### config.mk
export PLATFORM = sky130hd
export DESIGN_NAME = mem_port_arbiter
export DESIGN_NICKNAME = d
export VERILOG_FILES = /design/src/rtl/mem_port_arbiter.sv
export SDC_FILE = /design/constraint.sdc
export NUM_CORES = 1
export LEC_CHECK = 0
export BUFFER_PORTS_ARGS = -buffer_cell sky130_fd_sc_hd__buf_4
export CORE_MARGIN = 1.5
export CORE_UTILIZATION = 50
export DETAILED_ROUTE_END_ITERATION = 10
export GPL_TIMING_DRIVEN = 0
export PLACE_DENSITY = 0.8
export SLEW_MARGIN = 20
export SYNTH_ARGS = -nofsm -noshare
export SYNTH_HDL_FRONTEND = slang
export SYNTH_SLANG_ARGS = --single-unit
### constraint.sdc
create_clock -name clk -period 4.9 [get_ports clk]
set_input_delay 0.49 -clock clk [delete_from_list [all_inputs] [get_ports clk]]
set_output_delay 0.49 -clock clk [all_outputs]
set_load 0.03 [all_outputs]
### src/rtl/mem_port_arbiter.sv
// mem_port_arbiter: schedules the single data-memory port between committed
// stores (buffered in a small circular store buffer) and issued loads.
// Loads win by default. A store is forced when the buffer is full or after
// STARVE_MAX back-to-back load grants with stores pending. A load whose byte
// range overlaps any buffered store is held until that store has drained.
//
// Optional build macro: MEM_ARB_PERF_EN adds the two performance counters.
// When it is undefined, both perf ports are tied to zero.

module mem_port_arbiter #(
   parameter int SB_DEPTH   = 4,
   parameter int STARVE_MAX = 3,
   parameter int PREG_W     = 7
) (
   input  logic              clk,
   input  logic              reset_n,
   input  logic              flush,
   // committed stores from the LSQ
   input  logic              st_valid,
   output logic              st_ready,
   input  logic [31:0]       st_addr,
   input  logic [31:0]       st_data,
   input  logic              st_sh,
   // issued loads
   input  logic              ld_valid,
   output logic              ld_ready,
   input  logic [31:0]       ld_addr,
   input  logic [2:0]        ld_func3,
   input  logic [PREG_W-1:0] ld_pd,
   input  logic [4:0]        ld_rob_tag,
   // memory store port
   output logic              store_wb,
   output logic [31:0]       mem_st_addr,
   output logic [31:0]       mem_st_data,
   output logic              mem_st_sh,
   // memory load port
   output logic              load_mem,
   output logic [31:0]       mem_ld_addr,
   output logic [2:0]        mem_ld_func3,
   output logic [PREG_W-1:0] mem_ld_pd,
   output logic [4:0]        mem_ld_rob_tag,
   // status
   output logic              sb_empty,
   output logic [31:0]       perf_conflict_stalls,
   output logic [31:0]       perf_forced_stores
);

   localparam int PTR_W = (SB_DEPTH > 1) ? $clog2(SB_DEPTH) : 1;
   localparam int CNT_W = PTR_W + 1;
   localparam int STV_W = (STARVE_MAX > 1) ? $clog2(STARVE_MAX + 1) : 1;

   localparam logic [CNT_W-1:0] SB_FULL = CNT_W'(SB_DEPTH);
   localparam logic [STV_W-1:0] STV_LIM = STV_W'(STARVE_MAX);

   localparam logic [2:0] FUNC3_LBU = 3'b100;

   // Byte-range overlap test. The ends are formed in 33 bits so that an
   // access ending exactly at 2^32 does not wrap to a small address.
   function automatic logic ranges_overlap(
      input logic [31:0] a_addr,
      input logic [2:0]  a_len,
      input logic [31:0] b_addr,
      input logic [2:0]  b_len
   );
      logic [32:0] a_lo, a_hi, b_lo, b_hi;
      a_lo = {1'b0, a_addr};
      a_hi = a_lo + {30'd0, a_len};
      b_lo = {1'b0, b_addr};
      b_hi = b_lo + {30'd0, b_len};
      return (a_lo < b_hi) && (b_lo < a_hi);
   endfunction

   // ------------------------------------------------------------------
   // Store buffer state
   // ------------------------------------------------------------------
   logic [31:0]       sb_addr [SB_DEPTH];
   logic [31:0]       sb_data [SB_DEPTH];
   logic              sb_sh   [SB_DEPTH];
   logic [SB_DEPTH-1:0] sb_vld;
   logic [PTR_W-1:0]  sb_head;
   logic [PTR_W-1:0]  sb_tail;
   logic [CNT_W-1:0]  sb_count;

   logic [STV_W-1:0]  starve;

   // ------------------------------------------------------------------
   // Per-cycle decision signals
   // ------------------------------------------------------------------
   logic       conflict;
   logic       force_store;
   logic       ld_accept;
   logic       st_push;
   logic       st_grant;
   logic [2:0] ld_len;
   logic       load_mem_q;

   // Load byte-range overlap against every valid buffered store.
   always_comb begin
      conflict = 1'b0;
      ld_len   = (ld_func3 == FUNC3_LBU) ? 3'd1 : 3'd4;
      for (int i = 0; i < SB_DEPTH; i++) begin
         if (sb_vld[i] &&
             ranges_overlap(ld_addr, ld_len, sb_addr[i], sb_sh[i] ? 3'd2 : 3'd4)) begin
            conflict = 1'b1;
         end
      end
   end

   // Port arbitration: loads first unless a store is forced or the load conflicts.
   always_comb begin
      force_store = (sb_count == SB_FULL) || (starve == STV_LIM);
      ld_accept   = ld_valid && !conflict && !force_store && !flush;
      st_grant    = !ld_accept && (sb_count != '0);
      st_push     = st_valid && st_ready;
   end

   assign st_ready = (sb_count != SB_FULL);
   assign ld_ready = ld_accept;
   assign sb_empty = (sb_count == '0);

   // Store buffer payload write on push.
   // NOTE: payload arrays carry no reset; sb_vld alone says which entries are live.
   always_ff @(posedge clk) begin
      if (st_push) begin
         sb_addr[sb_tail] <= st_addr;
         sb_data[sb_tail] <= st_data;
         sb_sh[sb_tail]   <= st_sh;
      end
   end

   // Store buffer pointers, occupancy and per-entry valid bits.
   // NOTE: sequential state is always assigned with <= so every register samples pre-edge values.
   always_ff @(posedge clk or negedge reset_n) begin
      if (!reset_n) begin
         sb_head  <= '0;
         sb_tail  <= '0;
         sb_count <= '0;
         sb_vld   <= '0;
      end else begin
         // Push and pop never target the same slot: a pop needs count != 0
         // and a push needs count != SB_DEPTH, so head == tail excludes one.
         if (st_grant) begin
            sb_vld[sb_head] <= 1'b0;
            sb_head         <= sb_head + PTR_W'(1);
         end
         if (st_push) begin
            sb_vld[sb_tail] <= 1'b1;
            sb_tail         <= sb_tail + PTR_W'(1);
         end
         case ({st_push, st_grant})
            2'b10:   sb_count <= sb_count + CNT_W'(1);
            2'b01:   sb_count <= sb_count - CNT_W'(1);
            default: sb_count <= sb_count;
         endcase
      end
   end

   // Starvation counter: consecutive load grants while stores are waiting.
   always_ff @(posedge clk or negedge reset_n) begin
      if (!reset_n) begin
         starve <= '0;
      end else if (ld_accept) begin
         if (sb_count == '0) begin
            starve <= '0;
         end else if (starve != STV_LIM) begin
            starve <= starve + STV_W'(1);
         end
      end else if (st_grant) begin
         starve <= '0;
      end
   end

   // Registered store-side memory interface.
   always_ff @(posedge clk or negedge reset_n) begin
      if (!reset_n) begin
         store_wb    <= 1'b0;
         mem_st_addr <= '0;
         mem_st_data <= '0;
         mem_st_sh   <= 1'b0;
      end else begin
         store_wb <= st_grant;
         if (st_grant) begin
            mem_st_addr <= sb_addr[sb_head];
            mem_st_data <= sb_data[sb_head];
            mem_st_sh   <= sb_sh[sb_head];
         end
      end
   end

   // Registered load-side memory interface.
   always_ff @(posedge clk or negedge reset_n) begin
      if (!reset_n) begin
         load_mem_q     <= 1'b0;
         mem_ld_addr    <= '0;
         mem_ld_func3   <= '0;
         mem_ld_pd      <= '0;
         mem_ld_rob_tag <= '0;
      end else begin
         load_mem_q <= ld_accept;
         if (ld_accept) begin
            mem_ld_addr    <= ld_addr;
            mem_ld_func3   <= ld_func3;
            mem_ld_pd      <= ld_pd;
            mem_ld_rob_tag <= ld_rob_tag;
         end
      end
   end

   // A flush squashes the load already on its way to memory; stores are
   // committed state and are never squashed.
   assign load_mem = load_mem_q && !flush;

`ifdef MEM_ARB_PERF_EN
   logic [31:0] conflict_stalls_q;
   logic [31:0] forced_stores_q;

   // Performance counters, free-running and wrapping.
   always_ff @(posedge clk or negedge reset_n) begin
      if (!reset_n) begin
         conflict_stalls_q <= '0;
         forced_stores_q   <= '0;
      end else begin
         if (ld_valid && conflict) begin
            conflict_stalls_q <= conflict_stalls_q + 32'd1;
         end
         if (st_grant && force_store && ld_valid && !conflict) begin
            forced_stores_q <= forced_stores_q + 32'd1;
         end
      end
   end

   assign perf_conflict_stalls = conflict_stalls_q;
   assign perf_forced_stores   = forced_stores_q;
`else
   assign perf_conflict_stalls = '0;
   assign perf_forced_stores   = '0;
`endif

endmodule

==> summary.md, run 1 <==
| Metric | Value |
|---|---|
| Maximum number of pins on one net before global-route repair | `66` |
| Logic gate share of total power | `45.8%` |
| Switching Power | `5.78 mW` |
| Fraction of power consumed by the clock network | `20.3%` |
| Most common cell after layout, fill and taps aside | `buf_4` |
| Wire length on met2 | `31400 um` |
| Global-route congestion overflow total | `0` |
| Clock Path Buffers | `3` |
| Vias after detailed routing | `16700` |
| Count of distinct cell types in the synthesized netlist | `67` |
| CTS sink count | `387` |
| Most common flop cell mapped by yosys | `edfxtp_1` |
| H-tree lvl count | `2` |
| Net count reported at finish | `2591` |
| TritonCTS clock tree | `done` |
| DR iter-0 viols | `1296` |
| Worst Path Arrival | `5.04 ns` |
| First-pass GRT wire length | `98300 um` |
| Switching part of the total | `37.3%` |
| Violations in the final reports | `setup timing` |
| Unrepaired setup endpoints after global routing | `true` |
| Total GRT Usage | `27.6%` |
| DP HPWL | `48700 um` |
| Worst-path maximum fanout | `3` |
| Uppermost metal layer occupied by signal nets | `met5` |
| Worst Tran Pin Value | `1.05 ns` |
| Ys async rst share | `32.8%` |
| Leakage power | `11.7 nW` |
| Critical path startpoint category | `flip-flop` |
| Standard cell area after detailed placement | `26200 um^2` |
| Yosys reg bits | `387` |
| Max transition margin | `29.5%` |
| Syn Inst Count | `1808` |
| Vias per Instance | `5.87` |
| Setup ws final | `-0.625 ns` |
| Initial antenna violation count | `6` |
| Number of placement rows | `78` |
| Sequential area share after synthesis | `47.5%` |
| Min-Delay Path Class | `primary input to flip-flop` |
| Clock Skews | `0.0381 ns` |
| Number of warnings issued by yosys | `0` |
| Width of the die | `218 um` |
| Power Internal | `9.73 mW` |
| Final count of pins violating max slew | `0` |
| WP data required | `4.41 ns` |
| Endpoint type of the worst setup path | `primary output` |
| Wire length on met1 | `27100 um` |
| Final setup violation count | `120` |
| TritonCTS Buffers | `42` |
| Fin Hold WS | `0.101 ns` |
| Part of the total power dissipated in sequential elements | `33.9%` |
| DR DRC count | `0` |
| RePlAce Congestion | `0.949` |
| Total power per unit cell area | `543 nW/um^2` |
| Vias in the first global route | `16800` |
| Finished layout cell area | `28600 um^2` |
| Post-detailed-route count of antenna-violating nets | `0` |
| Routed wire length on met3 | `5420 um` |
| First drt pass iteration count | `8` |
| Post-synth EDFFs | `260` |
| Top-Level Pins | `298` |
| Layout Utilization | `62.8%` |
| Root Buffer Master | `clkbuf_16` |
| Effective utilization at floorplan | `50.9%` |
| Area of the die | `47600 um^2` |
| Layout cell share with drive strength beyond 1 | `30.5%` |
| CORE AREA | `45500 um^2` |
| Most frequent cells in the layout | `buf_4, ha_1, edfxtp_1` |
| Highest ir drop seen on vdd | `0.462 mV` |
| Synthesized area per cell | `12.8 um^2` |
| Post-Synthesis Cell Area | `23100 um^2` |
| Clock latency at the later pin of the worst-skew pair | `0.59 ns` |
| Status | `finished, violations left` |
| Max Clock Freq | `181 MHz` |
| Average wire length per cell after detail routing | `23.1 um` |
| Drt total wl | `65700 um` |
| Final setup TNS | `-37.63 ns` |
| Post-route fraction of the period consumed by the critical path | `113%` |
| Critical path type | `flip-flop to primary output` |
| MaxCap Viol Count | `0` |
| Reg clk slew, reported paths | `0.06 ns` |
| Y dimension of the die | `218 um` |
| Final hold viol count | `0` |
| IO buf count | `233` |
| Synthesis-to-layout area growth | `23.5%` |
| Tmin final | `5.53 ns` |
[worst max-delay path, cell delays in order, from the launching register on]
cell,delay (ns)
edfxtp_1,0.42
ha_2,0.22
inv_2,0.04
fa_2,0.36
and4b_1,0.30
nor3b_4,0.24
nor2b_4,0.19
and3_4,0.20
and2_4,0.16
nand3_4,0.09
nor2_4,0.18
nand2_2,0.07
xor2_1,0.16
ha_1,0.30
nand4_1,0.15
nor3_2,0.29
buf_4,0.17
a31oi_4,0.10
o21ai_4,0.24
o22ai_4,0.13
nor2_4,0.18
buf_12,0.14
buf_8,0.12
[state kept, by name, indices dropped and copies added (netlist names)]
register,flops
mem_ld_rob_tag,5
sb_head,2
mem_st_addr,32
sb_addr,128
starve,2
sb_sh,4
sb_count,3
sb_data,128
load_mem_q,1
mem_ld_pd,7
sb_tail,2
mem_ld_addr,32
sb_vld,4
mem_ld_func3,3
mem_st_data,32
store_wb,1
mem_st_sh,1
[metrics by stage]
| step | setup WS, ns | power [mW] | cells |
|---|---|---|---|
| 2_1_floorplan | -0.0220 | 9.41 | 1871 |
| 3_3_place_gp | -1.77 | 11.5 | 2704 |
| 3_5_place_dp | -1.84 | 11.7 | 2709 |
| 4_1_cts | -0.484 | 15.4 | 2823 |
| 5_1_grt | -0.819 | 16.3 | 2840 |
| 6_report | -0.625 | 15.5 | 2841 |
[final cells by class]
class                      instances  area [um^2]
inverter                          40          158
sequential                       387        11000
tap                              600          751
multi-input combinational       1350        12100
antenna                            3         7.51
timing repair buffer             290         2470
buffer                            93          748
clock buffer                      57         1150
clock inverter                    21          229
fill                            3458        16900
[synthesized netlist by cell type (all sizes together) (4+ instances only)]
| cell | n | area, um^2 |
|---|---|---|
| a221oi | 6 | 52.6 |
| fa | 5 | 100 |
| nor3 | 15 | 80.1 |
| o211a | 4 | 40.0 |
| a21o | 31 | 233 |
| nand3 | 60 | 305 |
| or3 | 9 | 56.3 |
| a2111oi | 4 | 41.3 |
| a31oi | 9 | 56.3 |
| clkbuf | 14 | 52.6 |
| and3 | 34 | 213 |
| o21ai | 56 | 284 |
| edfxtp | 260 | 7810 |
| nor2 | 77 | 289 |
| a211o | 5 | 43.8 |
| buf | 80 | 576 |
| nor4 | 9 | 71.3 |
| ha | 265 | 3320 |
| o211ai | 10 | 75.1 |
| xor2 | 95 | 832 |
| and2 | 9 | 56.3 |
| and4 | 11 | 98.8 |
| a21oi | 93 | 465 |
| o2111ai | 4 | 35.0 |
| nand2 | 126 | 473 |
| inv | 40 | 150 |
| dfrtp | 127 | 3180 |
| a211oi | 8 | 60.1 |
| nand4 | 52 | 340 |
| mux4 | 65 | 1460 |
| mux2 | 113 | 1350 |
| nor2b | 13 | 81.3 |
| o21a | 9 | 67.6 |
| nor3b | 5 | 37.5 |
| xnor2 | 55 | 482 |
[power by group through the flow]
stage | sequential (mW) | combinational (mW) | clock [mW]
floorplan | 6.05 | 3.36 | 0
global placement | 5.30 | 6.15 | 0
detailed placement | 5.29 | 6.41 | 0
finish | 5.26 | 7.10 | 3.15
global route | 5.36 | 7.58 | 3.34
CTS | 5.24 | 6.90 | 3.21
[final timing paths]
| check | start | to | slack (ns) | depth (start not counted) |
|---|---|---|---|---|
| hold / removal | st_addr[13] | sb_addr[0][13] | 0.10 | 1 |
| hold reg to reg | sb_vld[0] | sb_vld[0] | 0.49 | 1 |
| max in group asynchronous | reset_n | mem_st_data[7] | 3.72 | 3 |
| setup reg to reg | sb_sh[3] | sb_count[2] | -0.61 | 28 |
| min in group asynchronous | reset_n | mem_ld_addr[23] | 0.45 | 2 |
| setup / recovery | sb_sh[3] | ld_ready | -0.63 | 22 |
[kinds of logic after synthesis]
| family | count (synthesis) | synth area share [%] |
|---|---|---|
| AOI/OAI and AO/OA | 259 | 7.14 |
| xor gates and xnor gates | 150 | 5.68 |
| adders and majority gates | 270 | 14.8 |
| buffers and inverters | 134 | 3.36 |
| DFF | 387 | 47.5 |
| muxes | 178 | 12.2 |
| other | 1 | 0.0162 |
| and+or+nand+nor | 429 | 9.39 |
[layer usage]
layer / track usage, % / up-vias
met5: 0 / -
met4: 7.13 / 6
met3: 5.36 / 105
met2: 46.2 / 641
met1: 36.8 / 8357
li1: - / 7577
[repair_timing]
item | in CTS | in global routing
hold buffers | 1 | 0
resized for setup | 85 | 32
buffers inserted | 34 | 17
hold endpoints to repair | 64 | 0
endpoints found under the setup margin | 126 | 121
cloned | 2 | 3
pin swaps | 22 | 13
No activity file was read; power rests on OpenSTA's default activity.
==> run 2, diff against run 1 <==
--- a/config.mk
+++ b/config.mk
@@ -11,6 +11,7 @@
 export DETAILED_ROUTE_END_ITERATION = 10
 export GPL_TIMING_DRIVEN = 0
 export PLACE_DENSITY = 0.8
+export RECOVER_POWER = 25
 export SLEW_MARGIN = 20
 export SYNTH_ARGS = -nofsm -noshare
 export SYNTH_HDL_FRONTEND = slang
==> run 2 against run 1 <==
Net effect:
- the flow still finishes with violations (setup timing)
- cell count stayed put
- worst hold slack better by 0.015 ns
- wire length is 0.19% higher
- die area stayed put
- final area is 0.66% lower
==> summary.md, run 2 (synthesis results as in run 1) <==
| Metric | Value |
|---|---|
| TritonCTS Buffers | `42 (unchanged)` |
| Setup ws final | `-0.626 ns (-0.00109 ns)` |
| IO buf count | `233 (unchanged)` |
| DR iter-0 viols | `1277 (-1.5%)` |
| CORE AREA | `45500 um^2 (unchanged)` |
| DR DRC count | `0 (unchanged)` |
| Switching Power | `5.79 mW (+0.15%)` |
| Startpoint of the most critical hold path | `st_data[5]` |
| Worst Tran Pin Value | `1.05 ns (-0.00164 ns)` |
| Max Clock Freq | `181 MHz (about the same)` |
| Critical path startpoint category | `flip-flop` |
| Average wire length per cell after detail routing | `23.2 um (+0.19%)` |
| Max transition margin | `29.6% (+0.11 points)` |
| Post-detailed-route count of antenna-violating nets | `0 (unchanged)` |
| Maximum number of pins on one net before global-route repair | `66 (unchanged)` |
| Total GRT Usage | `27.6% (unchanged)` |
| Clock Path Buffers | `3 (unchanged)` |
| Synthesis-to-layout area growth | `22.6%` |
| Fill cell count | `3517 (+1.7%)` |
| Reg2Reg Depth | `30 (+7.1%)` |
| Root Buffer Master | `clkbuf_16` |
| Number of placement rows | `78 (unchanged)` |
| Final hold viol count | `0 (unchanged)` |
| Fraction of power consumed by the clock network | `20.3% (about the same)` |
| Final count of pins violating max slew | `0 (unchanged)` |
| Vias after detailed routing | `16800 (+0.64%)` |
| Endpoint type of the worst setup path | `primary output` |
| TritonCTS clock tree | `done` |
| Top-Level Pins | `298 (unchanged)` |
| Clock latency at the later pin of the worst-skew pair | `0.59 ns (about the same)` |
| WP data required | `4.41 ns (about the same)` |
| MaxCap Viol Count | `0 (unchanged)` |
| Area taken by multi-input logic gates | `12100 um^2 (unchanged)` |
| Y dimension of the die | `218 um (unchanged)` |
| Vias in the first global route | `16800 (unchanged)` |
| Highest ir drop seen on vdd | `0.461 mV (-0.17%)` |
| Hold Path Sink | `sb_data[3][5]` |
| Leakage power | `11.5 nW (-1.5%)` |
| Total power per unit cell area | `547 nW/um^2 (+0.61%)` |
| First-pass GRT wire length | `98300 um (unchanged)` |
| Worst reg2reg endpoint | `sb_count[2]` |
| Global-route congestion overflow total | `0 (unchanged)` |
| Initial antenna violation count | `7 (+1)` |
| Power Internal | `9.71 mW (-0.18%)` |
| Layout Utilization | `62.4% (-0.41 points)` |
| Setup slack, reg-to-reg | `-0.61 ns (about the same)` |
| Clock Skews | `0.0420 ns (+0.00397 ns)` |
| Worst-path maximum fanout | `3 (unchanged)` |
| Logic gate share of total power | `45.7% (about the same)` |
| CTS sink count | `387 (unchanged)` |
| Final setup violation count | `120 (unchanged)` |
| Worst Path Arrival | `5.04 ns (about the same)` |
| Effective utilization at floorplan | `50.9% (unchanged)` |
| Unrepaired setup endpoints after global routing | `true` |
| Startpoint of the worst-slack reg-to-reg timing path | `sb_sh[3]` |
| Part of the total power dissipated in sequential elements | `34.0% (about the same)` |
| H-tree lvl count | `2 (unchanged)` |
| Area of the die | `47600 um^2 (unchanged)` |
| Switching part of the total | `37.3% (+0.077 points)` |
| Tmin final | `5.53 ns (+0.00109 ns)` |
| Layout cell share with drive strength beyond 1 | `28.2% (-2.2 points)` |
| Width of the die | `218 um (unchanged)` |
| Vias per Instance | `5.91 (+0.64%)` |
| RePlAce Congestion | `0.949 (unchanged)` |
| Largest registers | `sb_addr x128, sb_data x128` |
| Most frequent cells in the layout | `buf_4, ha_1, edfxtp_1` |
| Drt total wl | `65900 um (+0.19%)` |
| Net count reported at finish | `2591 (unchanged)` |
| Sequential cell area in the final layout | `11000 um^2 (unchanged)` |
| Violations in the final reports | `setup timing` |
| Reg clk slew, reported paths | `0.06 ns (about the same)` |
| Most common cell after layout, fill and taps aside | `buf_4` |
| DP HPWL | `48700 um (unchanged)` |
| Fin Hold WS | `0.116 ns (+0.0152 ns)` |
| Number of cells traversed by the worst hold path | `1 (unchanged)` |
| Min-Delay Path Class | `primary input to flip-flop` |
| First drt pass iteration count | `6 (-2)` |
| Critical path type | `flip-flop to primary output` |
| Status | `finished, violations left` |
| Post-route fraction of the period consumed by the critical path | `113% (about the same)` |
==> run 2: cell types whose count changed in the layout (fill, tap and decap cells not counted), sizes merged <==
cell and change:
buf -50, clkbuf +50
==> run 2: area by class of cell <==
cell class                 instances  area share (%)
multi-input combinational       1350            42.5
buffer                            93            2.64
clock inverter                    21           0.807
clock buffer                      57            4.05
sequential                       387            38.7
antenna                            3          0.0265
timing repair buffer             290            8.06
inverter                          40           0.556
tap                              600            2.65
==> run 2: power by group through the flow <==
stage / Clock, mW / Sequential, mW / Combinational [mW]
after CTS: 3.21 / 5.24 / 6.90
after detailed placement: 0 / 5.29 / 6.41
after global routing: 3.34 / 5.36 / 7.57
final: 3.15 / 5.27 / 7.08
after global placement: 0 / 5.30 / 6.15
after floorplan: 0 / 6.05 / 3.36
==> run 2: worst max-delay path by stage <==
stage               slack [ns]  cells after the start        start          end
finish                   -0.63                     22     sb_sh[3]     ld_ready
global route             -0.82                     30     sb_sh[3]  sb_count[2]
CTS                      -0.48                     23     sb_sh[3]     ld_ready
detailed placement       -1.84                     21  ld_func3[1]     ld_ready
global placement         -1.77                     21  ld_func3[1]     ld_ready
floorplan                -0.02                     26  ld_func3[1]  sb_count[1]
==> run 2: layer usage <==
metal	up-vias	share of wire, %	global-route usage [%]
met2	638	48	46.2
met5	-	0.080	0
met4	8	2.6	7.13
met1	8434	42	36.8
li1	7594	-	-
met3	118	7.9	5.36
==> run 2: worst max-delay path, cell delays in order, from the launching register on <==
cell and delay (ns):
edfxtp_1 0.42, ha_2 0.22, inv_2 0.04, fa_2 0.36, and4b_1 0.30, nor3b_4 0.24
nor2b_4 0.19, and3_4 0.20, and2_4 0.16, nand3_4 0.09, nor2_4 0.18, nand2_2 0.07
xor2_1 0.16, ha_1 0.30, nand4_1 0.15, nor3_2 0.29, buf_4 0.17, a31oi_4 0.10
o21ai_4 0.24, o22ai_4 0.13, nor2_4 0.18, buf_12 0.14, buf_8 0.12
==> run 2: what timing repair did <==
item                                   4_1_cts  5_1_grt
resized for setup                           85       32
buffers inserted                            34       17
hold buffers                                 1        0
pin swaps                                   22       13
cloned                                       2        3
setup endpoints to repair                  126      121
endpoints found under the hold margin       64        0
==> run 2: stage by stage <==
| step | area, um^2 | setup slack (ns) | TNS, ns | total power, mW | std cells |
|---|---|---|---|---|---|
| finish | 28400 | -0.626 | -38.31 | 15.5 | 2841 |
| global route | 28400 | -0.819 | -60.28 | 16.3 | 2840 |
| CTS | 28300 | -0.484 | -20.82 | 15.4 | 2823 |
| detailed placement | 26200 | -1.84 | -164.19 | 11.7 | 2709 |
| global placement | 26000 | -1.77 | -156.02 | 11.5 | 2704 |
| floorplan | 23500 | -0.0220 | -0.0344 | 9.41 | 1871 |
